$ cat src/rtl/srl16_fifo_pkg.sv
// rtl/srl16_fifo_pkg.sv - shared constants and parameter check for the SRL16-style FIFO
package srl16_fifo_pkg;

  localparam int SRL_ADDR_W    = 4;
  localparam int SRL_MAX_DEPTH = 16;
  localparam int CNT_W         = 5;

  // Legal depths are powers of two that fit the 4-bit SRL address.
  function automatic bit depth_ok(input int depth);
    return (depth >= 2) && (depth <= SRL_MAX_DEPTH) && ((depth & (depth - 1)) == 0);
  endfunction

endpackage

$ cat src/rtl/srl16_fifo_shift_bank.sv
// rtl/srl16_fifo_shift_bank.sv - WIDTH lanes of DEPTH-deep addressable shift registers
module srl_shift_bank
  import srl16_fifo_pkg::*;
#(
  parameter int WIDTH = 8,
  parameter int DEPTH = 16
) (
  input  logic                  CLK,
  input  logic                  CE,
  input  logic [WIDTH-1:0]      D,
  input  logic [SRL_ADDR_W-1:0] A,
  output logic [WIDTH-1:0]      Q
);

  localparam int IDX_W = (DEPTH > 1) ? $clog2(DEPTH) : 1;

  logic [WIDTH-1:0] data [DEPTH];

  // Shift every lane by one position on an enabled edge; no reset on storage.
  always_ff @(posedge CLK) begin
    if (CE) begin
      data[0] <= D;
      for (int i = 1; i < DEPTH; i++) begin
        data[i] <= data[i-1];
      end
    end
  end

  // Upper address bits are ignored when the bank is shallower than 16.
  assign Q = data[A[IDX_W-1:0]];

endmodule

$ cat src/rtl/srl16_fifo.sv
// rtl/srl16_fifo.sv - SRL16-style synchronous FIFO controller, optional output register via SRL16_FIFO_OREG_EN
module srl16_fifo
  import srl16_fifo_pkg::*;
#(
  parameter int WIDTH = 8,
  parameter int DEPTH = 16
) (
  input  logic             CLK,
  input  logic             RST,
  input  logic             WR_EN,
  input  logic [WIDTH-1:0] DIN,
  output logic             FULL,
  input  logic             RD_EN,
  output logic [WIDTH-1:0] DOUT,
  output logic             EMPTY,
  output logic [CNT_W-1:0] COUNT,
  output logic             ERR_OVF,
  output logic             ERR_UDF
);

  localparam logic [CNT_W-1:0] DEPTH_C = CNT_W'(DEPTH);
  localparam bit PARAM_OK = depth_ok(DEPTH) && (WIDTH >= 1) && (WIDTH <= 64);
`ifdef SRL16_FIFO_OREG_EN
  localparam int MAX_COUNT = DEPTH + 1;
`else
  localparam int MAX_COUNT = DEPTH;
`endif

  logic [CNT_W-1:0]      srl_count;
  logic                  srl_full;
  logic                  srl_empty;
  logic [SRL_ADDR_W-1:0] srl_addr;
  logic [WIDTH-1:0]      srl_q;
  logic                  wr_acc;
  logic                  rd_acc;
  logic                  pop;

  assign srl_full  = (srl_count == DEPTH_C);
  assign srl_empty = (srl_count == '0);
  // Oldest entry sits at count-1 because new data always enters at address 0.
  assign srl_addr  = SRL_ADDR_W'(srl_count - CNT_W'(1));

  srl_shift_bank #(
    .WIDTH (WIDTH),
    .DEPTH (DEPTH)
  ) u_bank (
    .CLK (CLK),
    .CE  (wr_acc),
    .D   (DIN),
    .A   (srl_addr),
    .Q   (srl_q)
  );

`ifdef SRL16_FIFO_OREG_EN
  logic             oreg_vld;
  logic [WIDTH-1:0] oreg;

  assign rd_acc = RD_EN & oreg_vld;
  // Refill the holding register whenever it is empty or being consumed.
  assign pop    = (~oreg_vld | rd_acc) & ~srl_empty;
  assign wr_acc = WR_EN & (~srl_full | pop) & ~RST;

  // Holding register in front of DOUT; cleared on reset and when drained.
  always_ff @(posedge CLK) begin
    if (RST) begin
      oreg_vld <= 1'b0;
      oreg     <= '0;
    end else if (pop) begin
      oreg_vld <= 1'b1;
      oreg     <= srl_q;
    end else if (rd_acc) begin
      oreg_vld <= 1'b0;
      oreg     <= '0;
    end
  end

  assign DOUT  = oreg;
  assign EMPTY = ~oreg_vld;
  assign COUNT = srl_count + CNT_W'(oreg_vld);
`else
  assign rd_acc = RD_EN & ~srl_empty;
  assign pop    = rd_acc;
  // A read in the same cycle frees the slot, so a full FIFO still takes the write.
  assign wr_acc = WR_EN & (~srl_full | RD_EN) & ~RST;

  assign DOUT  = srl_empty ? '0 : srl_q;
  assign EMPTY = srl_empty;
  assign COUNT = srl_count;
`endif

  assign FULL = srl_full;

  // SRL occupancy: push and pop together leave it unchanged.
  always_ff @(posedge CLK) begin
    if (RST) begin
      srl_count <= '0;
    end else begin
      case ({wr_acc, pop})
        2'b10:   srl_count <= srl_count + CNT_W'(1);
        2'b01:   srl_count <= srl_count - CNT_W'(1);
        default: srl_count <= srl_count;
      endcase
    end
  end

  // Registered one-cycle pulses for rejected requests; silent during reset.
  always_ff @(posedge CLK) begin
    if (RST) begin
      ERR_OVF <= 1'b0;
      ERR_UDF <= 1'b0;
    end else begin
      ERR_OVF <= WR_EN & ~wr_acc;
      ERR_UDF <= RD_EN & ~rd_acc;
    end
  end

  a_param_ok : assert property (@(posedge CLK) PARAM_OK);
  a_count_max : assert property (@(posedge CLK) disable iff (RST) (int'(COUNT) <= MAX_COUNT));

endmodule

$ cat config.mk
export PLATFORM = sky130hd
export DESIGN_NAME = srl16_fifo
export DESIGN_NICKNAME = d
export VERILOG_FILES = /design/src/rtl/srl16_fifo_pkg.sv /design/src/rtl/srl16_fifo_shift_bank.sv /design/src/rtl/srl16_fifo.sv
export SDC_FILE = /design/constraint.sdc
export NUM_CORES = 1
export LEC_CHECK = 0
export CORE_UTILIZATION = 53
export CTS_BUF_LIST = sky130_fd_sc_hd__clkbuf_16
export CTS_CLUSTER_DIAMETER = 30
export DETAILED_ROUTE_END_ITERATION = 10
export PLACE_DENSITY = 0.73
export SETUP_SLACK_MARGIN = 0.02
export SYNTH_ARGS = -nofsm -noshare
export SYNTH_HDL_FRONTEND = slang
export SYNTH_HIERARCHICAL = 1
export SYNTH_SLANG_ARGS = --single-unit
$ cat constraint.sdc
create_clock -name CLK -period 4.8 [get_ports CLK]
set_input_delay 1.2 -clock CLK [delete_from_list [all_inputs] [get_ports CLK]]
set_output_delay 1.2 -clock CLK [all_outputs]
set_load 0.02 [all_outputs]
==> impl_metrics.toml <==
[placed_design]
numPortBuffers = 28
gp_congestion = 0.695
hpwl_um = 5120
post_dp_cell_area_um2 = 5800

[power_and_ir_drop]
vdd_drop_max_mv = 0.384
p_leak_nw = 2.18
powerDensity_nw_per_um2 = 629
power.total_mw = 3.97

[die]
die_h_um = 103
start_util_pct = 54.8
die_area_um2 = 10600
dieWidth_um = 103
coreArea_um2 = 9820
rows = 36
io_pins = 29

[timing]
timing.final.crit_period_ps = 4360
finalHoldWorstSlack_ps = 440
worst_pin_slew_ps = 707
clock_skew_ps = 8.24
setup-violations-final = 0
hold_viol = 0
relSlewSlack_pct = 52.9
min_period_over_period_pct = 90.9
fin_setup_tns_ps = 0
rsz0062_at_grt = "no"
maxSlewViolCount = 0
max_freq_mhz = 229

[detailed_routing]
final_antenna_net_count = 0
postRouteWirelength_um = 8670
first_pass_iters = 4
dr.first_iter.drc_count = 188
wl_per_cell_um = 19.6
dr_total_vias = 2559
routed_via_density = 5.78
drc_errors = 0

[synth]
syn-num-nets = 270
synth_area_um2 = 5380
ys_types = 34
syn_avg_cell_area_um2 = 21.1
ys_ff_latch = 135
synth_warnings = 6
syn_inst = 255
synth_seq_area_share_pct = 74.1

[worst_hold_path]
min-delay-start = "u_bank/data[9][3]$_DFFE_PP_"
min_to = "u_bank/data[10][3]$_DFFE_PP_"
hold_class = "reg2reg"
hold_path_depth = 0

[critical_path]
required_ps = 3600
cp.arrival_ps = 3160
end_kind = "primary output"
path_class = "reg2out"
critPathLaunch = "COUNT[0]$_SDFFE_PP0P_"
crit_fanout = 32
startpoint_type = "flop"
reg2reg_to = "COUNT[3]$_SDFFE_PP0P_"
ff2ff_path_depth = 8
rrSetupSlack_ps = 2240
r2r-start = "COUNT[0]$_SDFFE_PP0P_"

[global_routing]
grt_pass1_wl_um = 13800
antenna_found_initial = 0
grt_max_degree = 49
grt_overflow = 0
grt_usage_pct = 18.5
grt_pass1_vias = 2566

[final_layout]
final_area_um2 = 6320
area_growth_pct = 17.6
n_antenna_cell = 0
drive_gt1_share_pct = 18.4
nets = 312
utilization_pct = 64.4

[cts]
numCtsBuffers = 17
clock_latency_ps = 410
tritoncts = "yes"
cts_setup_buffers = 0
cts-resized-gates = 0
root_buffer = "clkbuf_16"
clk_path_buf_depth = 2
clkSinkCount = 135
htree_levels = 4
clk_pin_slew_worst_paths_ps = 60
cts_hold_buf = 0

[run_status]
status = "complete, no violations"

[flow_run]
maxCapViolations = 0
## worst max-delay path, stage by stage (launching register included)
cell	delay, ps
dfxtp_1	460
inv_2	70
ha_1	330
inv_1	70
buf_4	380
mux4_2	380
a22oi_1	260
nand2_1	80
nor2b_1	140
clkdlybuf4s50_1	570
## synth_stat cells (all sizes together)
library cell | n | area [um2]
nand2 | 8 | 30.0
nor4b | 1 | 8.76
mux2 | 2 | 22.5
clkdlybuf4s25 | 3 | 30.0
or3 | 1 | 7.51
nor2 | 6 | 22.5
clkbuf | 1 | 3.75
nor2b | 12 | 75.1
nand4bb | 1 | 11.3
mux2i | 1 | 10.0
or4b | 1 | 10.0
nand4b | 3 | 26.3
nand3b | 1 | 7.51
a211oi | 1 | 7.51
ha | 3 | 37.5
dfxtp | 7 | 140
nor3b | 1 | 7.51
inv | 3 | 11.3
and3 | 1 | 6.26
xor2 | 4 | 35.0
and2b | 1 | 7.51
nor3 | 1 | 5.00
and3b | 2 | 17.5
and2 | 1 | 6.26
o21ai | 1 | 5.00
a21oi | 3 | 15.0
edfxtp | 128 | 3840
a22oi | 16 | 120
buf | 9 | 72.6
mux4 | 32 | 773
## area by class of cell
type	count	area [um2]
Multi-Input combinational cell	104	1280
Clock buffer	17	425
Sequential cell	135	3980
Tap cell	133	166
Clock inverter	15	97.6
Fill cell	678	3500
Inverter	3	11.3
Timing Repair Buffer	36	353
## layer usage
layer / up-vias / global-route usage [%] / wire length, um / part of all wire [%]
li1: 1155 / - / - / -
met1: 1342 / 27.5 / 4210 / 49
met2: 52 / 25.3 / 4060 / 47
met3: 10 / 5.42 / 289 / 3.3
met4: 0 / 8.57 / 111 / 1.3
met5: - / 0 / 0 / 0
## state kept, by name, indices dropped and copies added, names as in the netlist
name / flops
ERR_UDF: 1
ERR_OVF: 1
u_bank/data: 128
COUNT: 5
## worst max-delay path by stage
stage / endpoint / cells past startpoint
2_1_floorplan: u_bank/data[0][0]$_DFFE_PP_ / 2
6_report: DOUT[0] / 9
4_1_cts: DOUT[0] / 9
3_5_place_dp: DOUT[0] / 9
3_3_place_gp: DOUT[0] / 9
5_1_grt: DOUT[1] / 9
## stage by stage
stage / cells / worst slack (ps)
final: 443 / 437
after global routing: 443 / 279
after CTS: 443 / 404
after detailed placement: 411 / 895
after global placement: 411 / 952
after floorplan: 255 / 1310
## placed cells by master (no fill, tap or decap), drive strengths merged, types with 4 or more instances in the layout
master,count
edfxtp,128
mux4,32
clkdlybuf4s50,28
clkbuf,17
a22oi,16
nor2b,12
clkinv,9
nand2,8
buf,8
dfxtp,7
nor2,6
inv,6
xor2,4
## kinds of logic (layout without fill, tap and decap cells)
logic type	count (synthesis)	after routing	share of synthesized area, %
XOR/XNOR	4	4	0.652
AND/OR/NAND/NOR	41	41	4.63
multiplexers	35	35	15.0
AO/OA/AOI/OAI	21	21	2.75
flip-flops	135	135	74.1
adder cells (fa/ha/maj)	3	3	0.698
buffers and inverters	16	71	2.19
## power breakdown
part,total [mW],internal (mW),switching (mW)
sequential,1.42,1.37,0.0509
combinational,1.41,0.681,0.733
clock,1.14,0.692,0.445
Note: power is estimated with default switching activity, not from simulation.
==> edit (config.mk and constraints unchanged) <==
`WIDTH` is set to 8 in 2 places; all go to 6.
--- a/src/rtl/srl16_fifo_shift_bank.sv
+++ b/src/rtl/srl16_fifo_shift_bank.sv
@@ -4,3 +4,3 @@
 #(
-  parameter int WIDTH = 8,
+  parameter int WIDTH = 6,
   parameter int DEPTH = 16
--- a/src/rtl/srl16_fifo.sv
+++ b/src/rtl/srl16_fifo.sv
@@ -4,3 +4,3 @@
 #(
-  parameter int WIDTH = 8,
+  parameter int WIDTH = 6,
   parameter int DEPTH = 16
Interface: changed (resized DIN and DOUT); port bits go from 29 to 25. No check against the original RTL was run, so the function may have changed too.
==> edit against the original RTL <==
Core utilization increased by 1.0 points; cell area shrank 23%; worst setup slack improved by 260 ps; total power decreased by 25%; final cell count is 24% lower; hold slack better by 3.2 ps; first-iteration DRC count grew 0.53%; sequential cell count decreased by 32; critical path depth did not move; non-clock buffer count decreased by 8; via count down 25%; wire length fell by 30%; synthesized area down 23%; critical path type unchanged.
==> edit: results (changes against the original RTL) <==
Final layout
  – Share of cells above drive strength 1: 15.1% (was 18.4%)
  – Max FFs per register: 96 (was 128)
  – Final #Nets: 246 (was 312)
  – Final cell count without fillers: 337 (was 443)

Status
  – Outcome: completed (unchanged)

Pwr
  – Internal Power: 2.09 mW (was 2.74 mW)
  – VDD IR max: 301 µV (was 384 µV)
  – Comb pwr share: 35.9% (was 35.6%)
  – Sequential power: 1.09 mW (was 1.42 mW)

Yosys
  – Syn_nets: 216 (was 270)
  – Synth top area cells: edfxtp_1, mux4_1, mux4_2, dfxtp_1, a22oi_1 (was edfxtp_1, mux4_2, mux4_1, dfxtp_1, a22oi_1)
  – Cell variety after synth: 33 (was 34)
  – Number of synthesized flops with an enable pin: 96 (was 128)
  – Post-Synthesis Cells: 203 (was 255)
  – Most instantiated cells after synthesis: edfxtp_1, a22oi_1, mux4_1, mux4_2, nor2b_1 (was edfxtp_1, mux4_2, a22oi_1, mux4_1, nor2b_1)

Clocking
  – Worst skew pair latency: 330 ps (was 410 ps)
  – H-tree Lvls: 3 (was 4)

Placement
  – Port bufs: 24 (was 28)
  – Placed cell area: 4500 µm² (was 5800 µm²)
  – Dpl cells: 321 (was 411)
  – Final RePlAce weighted congestion: 0.711 (was 0.695)
  – DP Wirelength: 3810 µm (was 5120 µm)

Global route
  – Vias in the first global route: 1924 (was 2566)
  – GRT Util Overall: 16.8% (was 18.5%)
  – Pin count of the biggest net entering global routing: 51 (was 49)

Setup path
  – Crit Path Max Fanout: 24 (was 32)
  – Crit path DAT: 2900 ps (was 3160 ps)

Drt
  – Detailed Route Iter0 Violations: 189 (was 188)
  – Post-DR wirelength/cell: 18.1 µm (was 19.6 µm)
[edit: final cells by class]
class | count | area [µm²]
Multi-Input combinational cell | 88 | 1050
Clock buffer | 9 | 225
Inverter | 3 | 11.3
Timing Repair Buffer | 28 | 283
Sequential cell | 103 | 3020
Tap cell | 99 | 124
Clock inverter | 7 | 125
Fill cell | 487 | 2560
[edit: final timing paths]
check / startpoint / end / slack [ps] / cells after the start
worst min-delay path: u_bank/data[9][3] / u_bank/data[10][3] / 440 / 0
worst max register to register: COUNT[0] / COUNT[3] / 2240 / 8
worst min register to register: u_bank/data[9][3] / u_bank/data[10][3] / 440 / 0
worst max-delay path: COUNT[0] / DOUT[5] / 700 / 9
[edit: per-layer routing]
metal | share of wire [%] | track usage [%] | vias to the layer above
met4 | 1.2 | 6.85 | 0
met1 | 49 | 25.8 | 965
li1 | - | - | 904
met5 | 0 | 0 | -
met3 | 5.1 | 5.39 | 6
met2 | 44 | 22.2 | 55
[edit: per-stage QoR]
stage / hold slack, ps / utilization [%] / total power [mW]
final: 443 / 65.4 / 2.99
after global routing: 449 / 65.4 / 3.16
after CTS: 442 / 65.4 / 3.03
after detailed placement: 426 / 60.7 / 2.20
after global placement: 421 / 60.7 / 2.19
after floorplan: 417 / - / 1.90
[edit: kinds of logic (layout without fill, tap and decap cells)]
group                    Yosys count  count (layout)  share of synthesized area, %
flip-flops                       103             103                          72.6
multiplexers                      27              27                          14.9
buffers and inverters             12              47                          2.10
AO/OA/AOI/OAI                     17              17                          2.83
XOR/XNOR                           4               4                         0.842
adder cells (fa/ha/maj)            3               3                         0.902
AND/OR/NAND/NOR                   37              37                          5.83
